### config.mk
export PLATFORM = sky130hd
export DESIGN_NAME = cmd_frame_master
export DESIGN_NICKNAME = d
export VERILOG_FILES = /design/src/rtl/cmd_frame_master_pkg.sv /design/src/rtl/cmd_frame_master_rsp_timer.sv /design/src/rtl/cmd_frame_master.sv
export SDC_FILE = /design/constraint.sdc
export NUM_CORES = 1
export LEC_CHECK = 0
export BUFFER_PORTS_ARGS = -buffer_cell sky130_fd_sc_hd__buf_4
export CORE_ASPECT_RATIO = 0.7
export CORE_MARGIN = 4
export CORE_UTILIZATION = 39
export DETAILED_ROUTE_END_ITERATION = 7
export GPL_TIMING_DRIVEN = 0
export PLACE_DENSITY_LB_ADDON = 0.15
export SLEW_MARGIN = 20
export SYNTH_ARGS = -nofsm -noshare
export SYNTH_HDL_FRONTEND = slang
export SYNTH_SLANG_ARGS = --single-unit
### constraint.sdc
create_clock -name i_CLK -period 4.13 [get_ports i_CLK]
set_input_delay 0.826 -clock i_CLK [delete_from_list [all_inputs] [get_ports i_CLK]]
set_output_delay 0.826 -clock i_CLK [all_outputs]
set_load 0.005 [all_outputs]
### src/rtl/cmd_frame_master_pkg.sv
// Shared opcodes, command-type and state encodings for the host-side command framer.
package cmd_frame_master_pkg;

    localparam logic [7:0] RF_WR_CMD    = 8'hAA;
    localparam logic [7:0] RF_RD_CMD    = 8'hBB;
    localparam logic [7:0] ALU_W_OP_CMD = 8'hCC;
    localparam logic [7:0] ALU_NOP_CMD  = 8'hDD;

    typedef enum logic [1:0] {
        CMD_RF_WR   = 2'b00,
        CMD_RF_RD   = 2'b01,
        CMD_ALU_OP  = 2'b10,
        CMD_ALU_NOP = 2'b11
    } cmd_type_e;

    localparam logic [2:0] ST_IDLE    = 3'd0;
    localparam logic [2:0] ST_SEND    = 3'd1;
    localparam logic [2:0] ST_WAIT_LO = 3'd2;
    localparam logic [2:0] ST_WAIT_HI = 3'd3;
    localparam logic [2:0] ST_DONE    = 3'd4;

    // Index of the final byte of each frame (frame length minus one).
    function automatic logic [1:0] frame_last_idx(input cmd_type_e t);
        logic [1:0] r;
        case (t)
            CMD_RF_WR:  r = 2'd2;
            CMD_RF_RD:  r = 2'd1;
            CMD_ALU_OP: r = 2'd3;
            default:    r = 2'd1;
        endcase
        return r;
    endfunction

endpackage

### src/rtl/cmd_frame_master_rsp_timer.sv
// Per-byte response watchdog: counts waiting cycles, expires at TIMEOUT_CYC-1.
module rsp_timer #(
    parameter int TIMEOUT_CYC = 65535
) (
    input  logic i_CLK,
    input  logic i_RST,
    input  logic i_CLR,
    input  logic i_EN,
    output logic o_EXPIRE
);
    localparam int CW = (TIMEOUT_CYC > 2) ? $clog2(TIMEOUT_CYC) : 1;
    localparam logic [CW-1:0] LAST = CW'(TIMEOUT_CYC - 1);

    logic [CW-1:0] cnt_q, cnt_d;

    always_comb begin
        cnt_d = cnt_q;
        if (i_CLR)
            cnt_d = '0;
        else if (i_EN && (cnt_q != LAST))
            cnt_d = cnt_q + 1'b1;
    end

    always_ff @(posedge i_CLK or negedge i_RST) begin
        if (!i_RST)
            cnt_q <= '0;
        else
            cnt_q <= cnt_d;
    end

    assign o_EXPIRE = i_EN && (cnt_q == LAST);

endmodule

### src/rtl/cmd_frame_master.sv
// Serializes one register-file/ALU command to UART TX, then gathers the
// response bytes from UART RX into a result word with a per-byte timeout.
module cmd_frame_master #(
    parameter int DATA_WIDTH    = 8,
    parameter int ADDR_WIDTH    = 4,
    parameter int ALU_FUN_WIDTH = 4,
    parameter int TIMEOUT_CYC   = 65535
) (
    input  logic                      i_CLK,
    input  logic                      i_RST,
    input  logic                      i_CMD_VLD,
    input  logic [1:0]                i_CMD_TYPE,
    input  logic [ADDR_WIDTH-1:0]     i_ADDR,
    input  logic [DATA_WIDTH-1:0]     i_WR_DATA,
    input  logic [DATA_WIDTH-1:0]     i_OPA,
    input  logic [DATA_WIDTH-1:0]     i_OPB,
    input  logic [ALU_FUN_WIDTH-1:0]  i_FUN,
    output logic                      o_CMD_BUSY,
    output logic [DATA_WIDTH-1:0]     o_TX_DATA,
    output logic                      o_TX_VLD,
    input  logic                      i_TX_BUSY,
    input  logic [DATA_WIDTH-1:0]     i_RX_DATA,
    input  logic                      i_RX_VLD,
    output logic [2*DATA_WIDTH-1:0]   o_RSP_DATA,
    output logic                      o_DONE,
    output logic                      o_TIMEOUT
);
    import cmd_frame_master_pkg::*;

    logic [2:0]               state_q, state_d;
    cmd_type_e                ctype_q, ctype_d;
    logic [ADDR_WIDTH-1:0]    addr_q, addr_d;
    logic [DATA_WIDTH-1:0]    wdat_q, wdat_d;
    logic [DATA_WIDTH-1:0]    opa_q, opa_d;
    logic [DATA_WIDTH-1:0]    opb_q, opb_d;
    logic [ALU_FUN_WIDTH-1:0] fun_q, fun_d;
    logic [1:0]               idx_q, idx_d;
    logic                     tx_vld_q, tx_vld_d;
    logic [DATA_WIDTH-1:0]    tx_dat_q, tx_dat_d;
    logic [DATA_WIDTH-1:0]    lsb_q, lsb_d;
    logic [2*DATA_WIDTH-1:0]  rsp_q, rsp_d;

    logic tmr_en, tmr_clr, tmr_expire;

    function automatic logic [DATA_WIDTH-1:0] frame_byte(
        input cmd_type_e                t,
        input logic [1:0]               idx,
        input logic [ADDR_WIDTH-1:0]    a,
        input logic [DATA_WIDTH-1:0]    wd,
        input logic [DATA_WIDTH-1:0]    oa,
        input logic [DATA_WIDTH-1:0]    ob,
        input logic [ALU_FUN_WIDTH-1:0] f
    );
        logic [DATA_WIDTH-1:0] b;
        b = '0;
        case (t)
            CMD_RF_WR:
                case (idx)
                    2'd0:    b = DATA_WIDTH'(RF_WR_CMD);
                    2'd1:    b = DATA_WIDTH'(a);
                    default: b = wd;
                endcase
            CMD_RF_RD:
                b = (idx == 2'd0) ? DATA_WIDTH'(RF_RD_CMD) : DATA_WIDTH'(a);
            CMD_ALU_OP:
                case (idx)
                    2'd0:    b = DATA_WIDTH'(ALU_W_OP_CMD);
                    2'd1:    b = oa;
                    2'd2:    b = ob;
                    default: b = DATA_WIDTH'(f);
                endcase
            default:
                b = (idx == 2'd0) ? DATA_WIDTH'(ALU_NOP_CMD) : DATA_WIDTH'(f);
        endcase
        return b;
    endfunction

    // Timer runs only while waiting; any received byte restarts the window.
    assign tmr_en  = (state_q == ST_WAIT_LO) || (state_q == ST_WAIT_HI);
    assign tmr_clr = !tmr_en || i_RX_VLD;

    rsp_timer #(.TIMEOUT_CYC(TIMEOUT_CYC)) u_rsp_timer (
        .i_CLK    (i_CLK),
        .i_RST    (i_RST),
        .i_CLR    (tmr_clr),
        .i_EN     (tmr_en),
        .o_EXPIRE (tmr_expire)
    );

    always_comb begin
        state_d  = state_q;
        ctype_d  = ctype_q;
        addr_d   = addr_q;
        wdat_d   = wdat_q;
        opa_d    = opa_q;
        opb_d    = opb_q;
        fun_d    = fun_q;
        idx_d    = idx_q;
        tx_vld_d = tx_vld_q;
        tx_dat_d = tx_dat_q;
        lsb_d    = lsb_q;
        rsp_d    = rsp_q;
        case (state_q)
            ST_IDLE: begin
                if (i_CMD_VLD) begin
                    ctype_d  = cmd_type_e'(i_CMD_TYPE);
                    addr_d   = i_ADDR;
                    wdat_d   = i_WR_DATA;
                    opa_d    = i_OPA;
                    opb_d    = i_OPB;
                    fun_d    = i_FUN;
                    idx_d    = 2'd0;
                    tx_vld_d = 1'b1;
                    tx_dat_d = frame_byte(cmd_type_e'(i_CMD_TYPE), 2'd0, i_ADDR,
                                          i_WR_DATA, i_OPA, i_OPB, i_FUN);
                    state_d  = ST_SEND;
                end
            end
            ST_SEND: begin
                if (!i_TX_BUSY) begin
                    if (idx_q == frame_last_idx(ctype_q)) begin
                        tx_vld_d = 1'b0;
                        tx_dat_d = '0;
                        if (ctype_q == CMD_RF_WR) begin
                            rsp_d   = '0;
                            state_d = ST_DONE;
                        end else begin
                            state_d = ST_WAIT_LO;
                        end
                    end else begin
                        idx_d    = idx_q + 2'd1;
                        tx_dat_d = frame_byte(ctype_q, idx_d, addr_q, wdat_q,
                                              opa_q, opb_q, fun_q);
                    end
                end
            end
            ST_WAIT_LO: begin
                if (i_RX_VLD) begin
                    lsb_d = i_RX_DATA;
                    if (ctype_q == CMD_RF_RD) begin
                        rsp_d   = {{DATA_WIDTH{1'b0}}, i_RX_DATA};
                        state_d = ST_DONE;
                    end else begin
                        state_d = ST_WAIT_HI;
                    end
                end else if (tmr_expire) begin
                    state_d = ST_IDLE;
                end
            end
            ST_WAIT_HI: begin
                if (i_RX_VLD) begin
                    rsp_d   = {i_RX_DATA, lsb_q};
                    state_d = ST_DONE;
                end else if (tmr_expire) begin
                    state_d = ST_IDLE;
                end
            end
            default: state_d = ST_IDLE;
        endcase
    end

    always_ff @(posedge i_CLK or negedge i_RST) begin
        if (!i_RST) begin
            state_q  <= ST_IDLE;
            ctype_q  <= CMD_RF_WR;
            addr_q   <= '0;
            wdat_q   <= '0;
            opa_q    <= '0;
            opb_q    <= '0;
            fun_q    <= '0;
            idx_q    <= '0;
            tx_vld_q <= 1'b0;
            tx_dat_q <= '0;
            lsb_q    <= '0;
            rsp_q    <= '0;
        end else begin
            state_q  <= state_d;
            ctype_q  <= ctype_d;
            addr_q   <= addr_d;
            wdat_q   <= wdat_d;
            opa_q    <= opa_d;
            opb_q    <= opb_d;
            fun_q    <= fun_d;
            idx_q    <= idx_d;
            tx_vld_q <= tx_vld_d;
            tx_dat_q <= tx_dat_d;
            lsb_q    <= lsb_d;
            rsp_q    <= rsp_d;
        end
    end

    assign o_CMD_BUSY = (state_q != ST_IDLE);
    assign o_TX_VLD   = tx_vld_q;
    assign o_TX_DATA  = tx_dat_q;
    assign o_RSP_DATA = rsp_q;
    assign o_DONE     = (state_q == ST_DONE);
    // Pulses in the last waiting cycle so the block is idle on the next one.
    assign o_TIMEOUT  = tmr_expire && !i_RX_VLD;

endmodule

Word-level counts from Yosys, hierarchy flattened
Cells that the tools add are included.

Flip-flop bits (word level): 88.

$add $sub $neg: 2. Eq/ne operators: 21. Muxes and demuxes: 39. Reduce and logical (&&, ||, !) cells: 22.

Operators by type and width (number): 2-to-1 mux 16 bit (8); case mux 16 bit (3 select lines) (1); case mux 8 bit (3 select lines) (2); 2-to-1 mux 8 bit (5); case mux 8 bit (2 select lines) (2); 2-to-1 mux 3 bit (8); case mux 7 bit (3 select lines) (1); adder 16 x 1 -> 16 bit, second input constant (1); equality test 16 bit, second input constant (1); inequality test 16 bit, second input constant (1); inequality test 2 bit, second input constant (7); case mux 3 bit (4 select lines) (1); 2-to-1 mux 2 bit (5); case mux 2 bit (2 select lines) (2); AND reduction 4 bit (2); AND reduction 7 bit (1); equality test 2 x 1 -> 1 bit, second input constant (3); equality test 2 bit, second input constant (3); equality test 3 x 2 -> 1 bit, second input constant (2); zero test 2 bit (3); AND reduction 3 bit (2); nonzero test 3 bit (2); AND reduction 2 bit (2); nonzero test 2 bit (2); other kinds (11) (17).

Depth between registers and ports, before layout
Depth in word-level cells: 8. Depth in mapped cells: 8. Mapped depth without buffers: 7.

Cells and area by module
Synthesis repeated with hierarchy kept, for this count alone.

Cell total of the unflattened synthesis: 437. Area, all modules: 4556.9 um2.

Modules (own cells, without submodules): cmd_frame_master (instances 1, cells an instance 333, area each 3572.2 um2, seq. area each 1801.7 um2); rsp_timer (instances 1, cells an instance 104, area each 984.7 um2, seq. area each 400.4 um2).

Least setup slack after synthesis
No wires, ideal clock.

Kind: in2out. From: in i_RX_VLD. To: out o_TIMEOUT. Arrival time: 1.732 ns. Required time: 3.304 ns. Path slack: 1.572 ns. Stages on the path: 4. Buffers on the path: 2. Path through: or3b_2 > clkbuf_1 > clkbuf_1 > nor2_1.

Cells in the longest elaborated chain, start to end: 2.

RTL lines: start: declaration (line cmd_frame_master.sv:23) `input logic i_RX_VLD,`; zero test 1 bit (line cmd_frame_master.sv:198) `assign o_TIMEOUT = tmr_expire && !i_RX_VLD;`; logical AND 1 bit (line cmd_frame_master.sv:198); end: declaration (line cmd_frame_master.sv:26) `output logic o_TIMEOUT`.

Every way passes these cells.

Worst setup path in the final report
Ends and elaborated chain as after synthesis.

==> impl_metrics.toml <==
[finish]
final_core_util_pct = 49.7
insertedDiodeCount = 0
drive_above_1_share_pct = 24.3
nNetsFinal = 613
syn_to_final_growth_pct = 24.3

[floorplanning]
die_w_um = 135
start_util_pct = 40.0
die_y_um = 97.1
io_pins = 75
rows = 32
core_area_mm2 = 0.0111
die-area_mm2 = 0.0131

[yosys]
synth_top_family_by_area = "simple AND/OR/NAND/NOR gates"
synth_compound_area_share_pct = 16.4
synthArstFlopShare_pct = 100
synth_edf_count = 0
synth_cells = 475
yosys.area_share.adder_pct = 1.70
syn_avg_cell_area_um2 = 9.30
yosys_most_used_dff = "dfrtp_1"
ys_seq_elements = 88
synth.net_count = 528
ys_seq_area_share_pct = 49.8
synthMuxAreaShare_pct = 2.97
yosys.area_share.simple_pct = 23.2
synth_xor_area_share_pct = 1.78
netlist_area_mm2 = 0.00442
synthDistinctLibCells = 60
ys_warn_count = 0

[timing]
hold_slack_ns = 0.476
timing.final.ws_setup_ns = 1.18
fin_setup_tns_ns = 0
finClkSkew_ns = 0.00485
timing.fmax_mhz = 339
rsz0062_at_grt = "false"
hold_viol = 0
finalMaxSlewViolations = 0
setup_violations = 0
fin_crit_sh_pct = 71.5
layout_min_cycle_time_ns = 2.95
max_slew_margin_pct = 30.4
tightest_slew_ns = 1.04

[place]
gp_congestion = 0.849
dp_hpwl_mm = 8.30
port_buffers = 74
post-place-ws_ns = 1.15

[detailed_routing]
drc_errors = 0
first_pass_iters = 4
num_vias = 3693
routed_wl_mm = 11.3
wl_per_cell_um = 15.8
postRouteAntennaNets = 0
via_per_inst = 5.15
drtIter0Drc = 298

[clock_tree]
clock_latency_ns = 0.33
cts_sinks = 88
cts_tree = "built"
numCtsBuffers = 9
clk_path_buf_depth = 2
htreeDepth = 3
cts_resized = 0
clockRootBuffer = "clkbuf_16"
path_clk_slew_ns = 0.06
post-cts-setup-buffer-count = 0
cts_hold_buffers = 0

[worst_setup_path]
cp_top_family = "buffers and inverters"
setup.worst_path.class = "input pin to primary output"
slowest_stage = "or3b_2"
crit_arrival_ns = 2.13
crit_buf_inv = 4
worstPathRequired_ns = 3.30
crit_path_max_fanout = 10
slowest_delay_ns = 0.43
crit_chain = "buf_4, or3b_2, clkbuf_1, clkbuf_1, nor2_1, buf_4"
end_kind = "primary output"
start_kind = "input pin"

[status]
status = "completed"

[global_routing]
grt_pass1_vias = 3669
grt_overflow = 0
grt_max_degree = 89
grt_pass1_wl_mm = 18.9
antenna_found_initial = 0
grt_usage_pct = 18.1

[pwr]
powerDensity_mw_per_mm2 = 719
p_total_mw = 3.95
peakVddDrop_mv = 0.290
p_leak_nw = 2.53

[job]
maxCapViolCount = 0

[hold_path]
hp-class = "flop to flop"
## synthesized netlist by cell type (all sizes together) (3+ instances only)
| cell type | number | area, um^2 |
|---|---|---|
| buf | 17 | 100 |
| nand2 | 141 | 532 |
| and3 | 4 | 25.0 |
| a22oi | 11 | 82.6 |
| nor4 | 4 | 37.5 |
| a31oi | 14 | 103 |
| nor2 | 22 | 82.6 |
| xnor2 | 9 | 78.8 |
| a221oi | 4 | 35.0 |
| nor3 | 9 | 45.0 |
| nand3 | 8 | 45.0 |
| ha | 6 | 75.1 |
| nor2b | 6 | 37.5 |
| o21ai | 36 | 233 |
| nor3b | 4 | 30.0 |
| inv | 10 | 37.5 |
| a211o | 3 | 26.3 |
| a21oi | 11 | 55.1 |
| o22ai | 5 | 31.3 |
| clkbuf | 12 | 45.0 |
| a211oi | 6 | 45.0 |
| mux2 | 9 | 101 |
| dfrtp | 88 | 2200 |
| mux2i | 3 | 30.0 |
## metrics by stage
| step | area (um^2) | cells |
|---|---|---|
| after floorplan | 4420 | 475 |
| after global placement | 5160 | 702 |
| after detailed placement | 5160 | 702 |
| after CTS | 5490 | 717 |
| after global routing | 5490 | 717 |
| final | 5490 | 717 |
## routing by layer
metal | vias to the layer above | GRT usage (%) | wire (um)
li1 | 1818 | - | -
met1 | 1778 | 26.7 | 5510
met2 | 86 | 26.7 | 5070
met3 | 11 | 4.55 | 581
met4 | 0 | 4.42 | 130
met5 | - | 0 | 0
## worst reg2reg max path, stage by stage, from the launching register on
cell and delay [ns]:
dfrtp_1 0.54, inv_1 0.16, ha_1 0.37, buf_1 0.39, mux2i_1 0.24, nor2_1 0.05
a31oi_1 0.18, o22ai_1 0.13, a221o_1 0.31
## registers in the layout, indices dropped and copies added, names as in the netlist
register,flops
state_q,3
o_TX_VLD,1
o_RSP_DATA,16
u_rsp_timer.cnt_q,16
o_TX_DATA,8
lsb_q,8
fun_q,4
ctype_q,2
idx_q,2
opb_q,8
addr_q,4
wdat_q,8
opa_q,8
## power by group
part           total (mW)  internal, mW  switching [mW]
registers            1.40          1.18           0.223
logic                1.67         0.704           0.964
clock network       0.875         0.559           0.316
total                3.95          2.44            1.50
## final timing paths
check,from,end,slack (ns),cells after the start
max in group asynchronous,i_RST,wdat_q[7],3.02,1
worst max-delay path,i_RX_VLD,o_TIMEOUT,1.18,6
worst min register to register,opa_q[0],opa_q[0],0.48,2
worst max register to register,idx_q[0],o_TX_DATA[5],1.65,8
worst min-delay path,opa_q[0],opa_q[0],0.48,2
min in group asynchronous,i_RST,u_rsp_timer.cnt_q[7],0.52,1
## area by class of cell
class,instances,area (um^2)
clock inverter,3,65.1
clock buffer,12,256
multi-input combinational,348,2030
tap,153,191
sequential,88,2200
fill,1095,5560
buffer,29,145
inverter,10,37.5
timing repair buffer,74,559
## cells by family (layout without fill, tap and decap cells)
kind of cell | count (synthesis) | after routing
XOR/XNOR | 9 | 9
buffers and inverters | 39 | 128
AO/OA/AOI/OAI | 103 | 103
AND/OR/NAND/NOR | 218 | 218
multiplexers | 12 | 12
flip-flops | 88 | 88
adder cells (fa/ha/maj) | 6 | 6
## layout by cell type, fill, tap and decap left out, drive strengths merged, types with 2 or more instances in the layout
cell | netlist | routed
a211o | 3 | 3
a211oi | 6 | 6
a21oi | 11 | 11
a221o | 2 | 2
a221oi | 4 | 4
a22o | 2 | 2
a22oi | 11 | 11
a31oi | 14 | 14
and2 | 2 | 2
and3 | 4 | 4
and4 | 2 | 2
buf | 17 | 91
bufinv | 0 | 2
clkbuf | 12 | 24
dfrtp | 88 | 88
ha | 6 | 6
inv | 10 | 10
mux2 | 9 | 9
mux2i | 3 | 3
nand2 | 141 | 141
nand3 | 8 | 8
nand4 | 2 | 2
nand4b | 2 | 2
nor2 | 22 | 22
nor2b | 6 | 6
nor3 | 9 | 9
nor3b | 4 | 4
nor4 | 4 | 4
nor4bb | 2 | 2
o21ai | 36 | 36
o22ai | 5 | 5
or3 | 2 | 2
or4b | 2 | 2
xnor2 | 9 | 9
Power figures use the tool's default switching activity.
